[src/rtl/led_sequencer.sv]
// led_sequencer: multi-mode LED pattern generator that owns the step-delay register.
// Define LED_SEQ_SYNC_EN to treat pause/restart/faster/slower as async levels (sync + edge detect).
module led_sequencer #(
  parameter int N_LEDS     = 10,
  parameter int DELAY_W    = 4,
  parameter int DELAY_INIT = 7,
  parameter int PRESCALE   = 2500000
) (
  input  logic               clk,
  input  logic               reset_n,
  input  logic               pause,
  input  logic               restart,
  input  logic               faster,
  input  logic               slower,
  input  logic [1:0]         mode,
  output logic [N_LEDS-1:0]  led,
  output logic [DELAY_W-1:0] delay,
  output logic               step_stb
);

  localparam int PCNT_W = (PRESCALE > 1) ? $clog2(PRESCALE) : 1;
  localparam logic [PCNT_W-1:0]  PCNT_LAST = PCNT_W'(PRESCALE - 1);
  localparam logic [DELAY_W-1:0] DELAY_MAX = '1;
  localparam logic [N_LEDS-1:0]  LED_ONE   = N_LEDS'(1);

  function automatic logic [N_LEDS-1:0] f_alt_init(input int n);
    logic [N_LEDS-1:0] v;
    v = '0;
    for (int i = 0; i < n; i += 2) v[i] = 1'b1;
    return v;
  endfunction

  localparam logic [N_LEDS-1:0] ALT_INIT = f_alt_init(N_LEDS);

  logic w_pause, w_restart, w_faster, w_slower;

`ifdef LED_SEQ_SYNC_EN
  logic [3:0] r_sync1, r_sync2, r_sync_q;

  always_ff @(posedge clk or negedge reset_n) begin
    if (!reset_n) begin
      r_sync1  <= '0;
      r_sync2  <= '0;
      r_sync_q <= '0;
    end else begin
      r_sync1  <= {pause, restart, faster, slower};
      r_sync2  <= r_sync1;
      r_sync_q <= r_sync2;
    end
  end

  assign {w_pause, w_restart, w_faster, w_slower} = r_sync2 & ~r_sync_q;
`else
  assign {w_pause, w_restart, w_faster, w_slower} = {pause, restart, faster, slower};
`endif

  // state    | meaning
  // S_RUN    | prescaler and step counter advance, pattern steps
  // S_PAUSED | counters and led hold; delay still adjustable
  typedef enum logic {S_RUN = 1'b0, S_PAUSED = 1'b1} state_t;

  state_t r_state, w_state_nxt;
  logic   w_running;

  always_ff @(posedge clk or negedge reset_n) begin
    if (!reset_n) r_state <= S_RUN;
    else          r_state <= w_state_nxt;
  end

  always_comb begin
    w_state_nxt = r_state;
    if (w_restart)    w_state_nxt = S_RUN;
    else if (w_pause) w_state_nxt = (r_state == S_RUN) ? S_PAUSED : S_RUN;
  end

  always_comb begin
    w_running = (r_state == S_RUN);
  end

  logic [PCNT_W-1:0]  r_pcnt;
  logic [DELAY_W-1:0] r_scnt;
  logic [DELAY_W-1:0] r_delay;
  logic               w_tick, w_step;

  assign w_tick = w_running && (r_pcnt == PCNT_LAST);
  // ">=" lets a shortened delay step on the next tick instead of waiting for wrap
  assign w_step = w_tick && (r_scnt >= r_delay) && !w_restart;

  always_ff @(posedge clk or negedge reset_n) begin
    if (!reset_n) begin
      r_pcnt <= '0;
      r_scnt <= '0;
    end else if (w_restart) begin
      r_pcnt <= '0;
      r_scnt <= '0;
    end else if (w_running) begin
      if (w_tick) begin
        r_pcnt <= '0;
        r_scnt <= (r_scnt >= r_delay) ? '0 : r_scnt + 1'b1;
      end else begin
        r_pcnt <= r_pcnt + 1'b1;
      end
    end
  end

  always_ff @(posedge clk or negedge reset_n) begin
    if (!reset_n)
      r_delay <= DELAY_W'(DELAY_INIT);
    else if (w_faster && !w_slower && (r_delay != '0))
      r_delay <= r_delay - 1'b1;
    else if (w_slower && !w_faster && (r_delay != DELAY_MAX))
      r_delay <= r_delay + 1'b1;
  end

  logic [N_LEDS-1:0] r_led, w_init;
  logic [1:0]        r_mode_q;
  logic              r_dir_up;
  logic              r_step_stb;

  always_comb begin
    w_init = LED_ONE;
    case (mode)
      2'd2:    w_init = '0;
      2'd3:    w_init = ALT_INIT;
      default: w_init = LED_ONE;
    endcase
  end

  always_ff @(posedge clk or negedge reset_n) begin
    if (!reset_n) begin
      r_led      <= LED_ONE;
      r_mode_q   <= 2'd0;
      r_dir_up   <= 1'b1;
      r_step_stb <= 1'b0;
    end else begin
      r_step_stb <= w_step;
      if (w_restart || (w_step && (mode != r_mode_q))) begin
        r_led    <= w_init;
        r_mode_q <= mode;
        r_dir_up <= 1'b1;
      end else if (w_step) begin
        case (r_mode_q)
          2'd0: r_led <= {r_led[N_LEDS-2:0], r_led[N_LEDS-1]};
          2'd1: begin
            if (r_dir_up) begin
              if (r_led[N_LEDS-1]) begin
                r_led    <= r_led >> 1;
                r_dir_up <= 1'b0;
              end else begin
                r_led <= r_led << 1;
              end
            end else begin
              if (r_led[0]) begin
                r_led    <= r_led << 1;
                r_dir_up <= 1'b1;
              end else begin
                r_led <= r_led >> 1;
              end
            end
          end
          2'd2:    r_led <= r_led + 1'b1;
          default: r_led <= ~r_led;
        endcase
      end
    end
  end

  assign led      = r_led;
  assign delay    = r_delay;
  assign step_stb = r_step_stb;

endmodule

[config.mk]
export PLATFORM = sky130hd
export DESIGN_NAME = led_sequencer
export DESIGN_NICKNAME = d
export VERILOG_FILES = /design/src/rtl/led_sequencer.sv
export SDC_FILE = /design/constraint.sdc
export NUM_CORES = 1
export LEC_CHECK = 0
export ABC_AREA = 0
export CORE_MARGIN = 3
export CORE_UTILIZATION = 57
export CTS_BUF_LIST = sky130_fd_sc_hd__clkbuf_2 sky130_fd_sc_hd__clkbuf_4 sky130_fd_sc_hd__clkbuf_8
export CTS_CLUSTER_DIAMETER = 30
export DETAILED_ROUTE_END_ITERATION = 10
export DONT_BUFFER_PORTS = 1
export GPL_ROUTABILITY_DRIVEN = 0
export PLACE_DENSITY = 0.83
export SYNTH_ARGS = -nofsm -noshare
export SYNTH_HDL_FRONTEND = slang
export SYNTH_SLANG_ARGS = --single-unit
[constraint.sdc]
create_clock -name clk -period 3.17 [get_ports clk]
set_clock_uncertainty 0.1 [all_clocks]
set_input_delay 0.634 -clock clk [delete_from_list [all_inputs] [get_ports clk]]
set_output_delay 0.634 -clock clk [all_outputs]
set_load 0.01 [all_outputs]
== Word level (Yosys, flattened, before mapping) ==
Cells that the tools add are included.
Cells by class
  add/sub/neg operators: 5
  order comparisons: 1
  equality and inequality tests: 8
  multiplexer cells: 25
  bitwise gates (word level): 2
  reductions and logical operators: 21
Operator list (number)
  two-way mux 22 bit: 3
  two-way mux 10 bit: 5
  one-hot mux 10 bit (3 select lines): 1
  two-way mux 4 bit: 6
  adder 22 x 1 -> 22 bit (second input constant): 1
  equality test 22 bit (second input constant): 1
  one-hot mux 9 bit (2 select lines): 1
  adder 10 x 1 -> 10 bit (second input constant): 1
  NOT 10 bit: 1
  nonzero test 2 bit: 5
  two-way mux 1 bit: 9
  adder 4 x 1 -> 4 bit (second input constant): 2
  logical AND 1 bit: 8
  equality test 2 bit (second input constant): 3
  >= comparator 4 bit: 1
  inequality test 4 bit (second input constant): 1
  AND reduction 2 bit: 2
  nonzero test 4 bit: 1
  subtractor 4 x 1 -> 4 bit (second input constant): 1
  zero test 1 bit: 3
  equality test 2 x 1 -> 1 bit (second input constant): 1
  zero test 2 bit: 1
  inequality test 2 bit: 1
  inequality test 2 bit (second input constant): 1
  other kinds (2): 2
Word-level totals
  register bits: 45
  output and inout port bits: 15
  word-level logic and storage cells: 70

== Logic depth before layout (Yosys ltp) ==
  depth after elaboration: 8
  mapped depth: 8

== Least setup slack after synthesis ==
OpenSTA, ideal clock, no wires.
  path kind: register to register
  from: register r_delay[3], in the netlist delay[3]
  to: register r_delay[3], in the netlist delay[3]
  data arrival time: 2.069 ns
  data required time: 2.990 ns
  path slack: 0.922 ns
  cell stages (with the launch flop): 9
  cell sequence: dfrtp_1 > or4_1 > nand3b_1 > inv_1 > ha_1 > a21o_1 > a21oi_1 > mux2i_1 > xnor2_1
Between the ends
  longest elaborated chain between the ends: 3
Ends and longest elaborated chain
  start: declaration: line 82  | logic [DELAY_W-1:0] r_delay;
  start signal: assignment: line 108  | r_delay <= DELAY_W'(DELAY_INIT);
  start signal: assignment: line 110  | r_delay <= r_delay - 1'b1;
  start signal: assignment: line 112  | r_delay <= r_delay + 1'b1;
  adder 4 x 1 -> 4 bit, or another cell as far along: line 112
  two-way mux 4 bit, or another cell as far along: line 111  | else if (w_slower && !w_faster && (r_delay != DELAY_MAX))
  two-way mux 4 bit or nonzero test 2 bit (tied branches)
Several ways; a longest one is shown, not always the timed one. The select of a mux whose other input is x is not followed.
A chain may end at the register's enable or synchronous reset.

== Final worst setup path ==
  from: register r_delay[1], in the netlist delay[1]
  to: register r_led[1], in the netlist led[1]
Between the ends
  longest elaborated chain between the ends: 6
Ends and longest elaborated chain
  >= comparator 4 bit *: line 87  | assign w_step = w_tick && (r_scnt >= r_delay) && !w_restart;
  logical AND 1 bit * (2 in series): line 87
  logical AND 1 bit: line 137  | if (w_restart || (w_step && (mode != r_mode_q))) begin
  logical OR 1 bit: line 137
  two-way mux 10 bit or nonzero test 2 bit (tied branches)
  end signal: assignment: line 138  | r_led <= w_init;
  end signal: assignment: line 143  | 2'd0: r_led <= {r_led[N_LEDS-2:0], r_led[N_LEDS-1]};
  end signal: assignment: line 147  | r_led <= r_led >> 1;
  end: declaration: line 115  | logic [N_LEDS-1:0] r_led, w_init;
Mark *: on every way between the ends. The rest lies on a longest branch, timed or not.

==> metrics.csv <==
stage,metric,value,unit
run_status,outcome,completed,
critical_path,critPathSlowestCell,dfstp_2,
critical_path,cp_cell_sequence,"inv_1, ha_1, inv_1, o21ai_0, nand2_2, o21ai_2, mux2_2",
hold_path,hold_class,in2async,
layout,final_cell_mix,"dfrtp_1, nor2_1, nand2_1",
placement,io_buffers,0,
detailed_routing,finalWirelength,7.34,mm
critical_path,cp.required,3270,ps
yosys,syn_area_per_cell,8.93,sq um
timing,max_freq,400,MHz
critical_path,critPathMaxFanout,9,
layout,drive_gt1_share,11.3,%
global_routing,grtUsageTotal,25.0,%
layout,final_nets,372,
timing,hold_viol_final,0,
critical_path,critPathLaunchType,register,
die,dieArea,6580,sq um
critical_path,r2r-end,led[1],
layout,final_common_cell,dfrtp_1,
yosys,synth_edf_count,0,
yosys,synth_area,3210,sq um
global_routing,first_global_vias,2658,
die,placeableCoreArea,5270,sq um
placement,hpwl,5.01,mm
power_and_ir_drop,peakVddDrop,0.498,mV
timing,holdWs,51.0,ps
cts,cts.sinks,45,
critical_path,r2r_cells,7,
yosys,ys_ff_latch,45,
cts,ctsResizeCount,0,
detailed_routing,wl_per_cell,17.3,microns
detailed_routing,drt_iter0_drc,278,
timing,max-slew-margin-rel,55.5,%
die,ios,23,
cts,cts_tree,built,
timing,rsz0062_at_grt,false,
timing,post-route-period-util,78.8,%
cts,path_clk_slew,90,ps
die,rows,26,
yosys,yosysSeqAreaShare,35.2,%
power_and_ir_drop,leakagePower,1.39,nW
critical_path,path_common_cell,inv_1,
cts,clk_path_buf_depth,2,
layout,diodes,0,
die,die_width,81.1,microns
yosys,ys_types,71,
yosys,ys.flop_type,dfrtp_1,
yosys,synth_top_cell_by_area,dfrtp_1,
yosys,yosysTopAreaCellShare,31.1,%
timing,tightest_slew,662,ps
yosys,yosys_warnings,0,
timing,setup_violations,0,
critical_path,cp-end-kind,register,
critical_path,slowest_delay,610,ps
die,dieHeight,81.1,microns
yosys,synthArstFlopShare,100,%
power_and_ir_drop,power_density,449,nW/um^2
detailed_routing,antenna_left,0,
yosys,ys_top_cells_by_area,"dfrtp_1, nor2_1, xor2_1, dfstp_2, ha_1",
cts,htree_levels,2,
cts,cts_buffers,5,
layout,areaGrowthSynthToFinish,4.28,%
detailed_routing,remaining_drc_errors,0,
timing,finalMaxSlewViolations,0,
detailed_routing,vias,2758,
global_routing,grt.overflow.total,0,
global_routing,grt_first_pass_wirelength,12.8,mm
critical_path,worstSetupPathType,reg2reg,
global_routing,antenna_found_initial,0,
yosys,synthesis.nets,379,
timing,finalCriticalPeriod,2500,ps
die,start_util,61.0,%
critical_path,r2r-start,delay[1],
critical_path,worstPathArrival,2600,ps
detailed_routing,firstDrtPassIters,5,
run,max_cap_violations,0,
timing,setup_tns,0,ps
yosys,synthCells,360,
global_routing,grt_max_degree,41,
detailed_routing,avgViaCountPerCell,6.50,
critical_path,reg2reg_setup_slack,670,ps
cts,insertion_delay,310,ps
cts,root_buffer,clkbuf_8,
==> synth_stat cells (4+ instances only) <==
library cell,instances
inv_1,14
xor2_1,16
nand4_1,11
nor2b_1,8
clkbuf_1,10
nand2b_1,5
nor3_1,14
nor2_1,39
ha_1,10
xnor2_1,7
a21oi_1,19
mux2i_1,4
nand3_1,10
dfstp_2,5
nor4_1,4
nand2_1,28
buf_2,4
and3_1,4
or3_1,7
nand3b_1,5
o211ai_1,6
a31oi_1,7
dfrtp_1,40
o21ai_0,16
==> per-stage QoR <==
stage	setup slack [ps]	total power, W	cells	cell area (sq um)	utilization (%)
final	672	0.00150	424	3350	63.6
after global placement	767	0.00108	415	3230	61.3
after CTS	700	0.00151	424	3350	63.6
after detailed placement	723	0.00110	415	3230	61.3
after floorplan	922	0.00102	360	3210	-
after global routing	532	0.00159	424	3350	63.6
==> worst max-delay path: cells and delay by family, from the launching register on <==
kind / cells / cell delay (ps)
fa+ha+maj: 1 / 280
mux: 1 / 380
compound gates: 2 / 660
flops: 1 / 610
buf+inv: 2 / 130
simple gates: 1 / 220
==> area by class of cell <==
type | count | area, sq um
Inverter | 14 | 52.6
Sequential cell | 45 | 1130
Clock buffer | 6 | 82.6
Timing Repair Buffer | 5 | 50.0
Multi-Input combinational cell | 282 | 1930
Fill cell | 460 | 1920
Tap cell | 70 | 87.6
Clock inverter | 2 | 16.3
==> how the worst max path moves through the flow <==
stage / from / to / slack (ps) / depth (start not counted)
floorplan: delay[3] / delay[3] / 920 / 8
global placement: delay[2] / led[8] / 770 / 7
detailed placement: delay[3] / delay[3] / 720 / 8
CTS: delay[1] / led[1] / 700 / 7
global route: delay[1] / led[1] / 530 / 7
finish: delay[1] / led[1] / 670 / 7
==> logic make-up after synthesis <==
| logic type | share of synthesized area (%) |
|---|---|
| adders and majority gates | 4.52 |
| AOI/OAI and AO/OA | 17.8 |
| xor gates and xnor gates | 6.27 |
| buffers and inverters | 4.71 |
| muxes | 2.30 |
| and+or+nand+nor | 29.2 |
| DFF | 35.2 |
==> metal layers <==
layer  track usage, %  part of all wire, %
met3             4.99                  6.7
met4             10.6                  2.1
met5                0                    0
met1             34.7                   45
met2             38.1                   46
==> report_power, final <==
group          internal, W  switching, W
Clock             0.000180      0.000215
Combinational     0.000159      0.000225
Sequential        0.000633     0.0000924
==> registers in the layout, summed over array words and instances (netlist names) <==
signal / count
r_pcnt: 22
led: 10
delay: 4
r_scnt: 4
r_mode_q: 2
r_dir_up: 1
r_state: 1
step_stb: 1
==> timing repair <==
action                    in CTS  in global routing
hold endpoints to repair      40                  0
setup buffers                  0                  0
hold buffers                   1                  0
No activity file was read; power rests on OpenSTA's default activity.
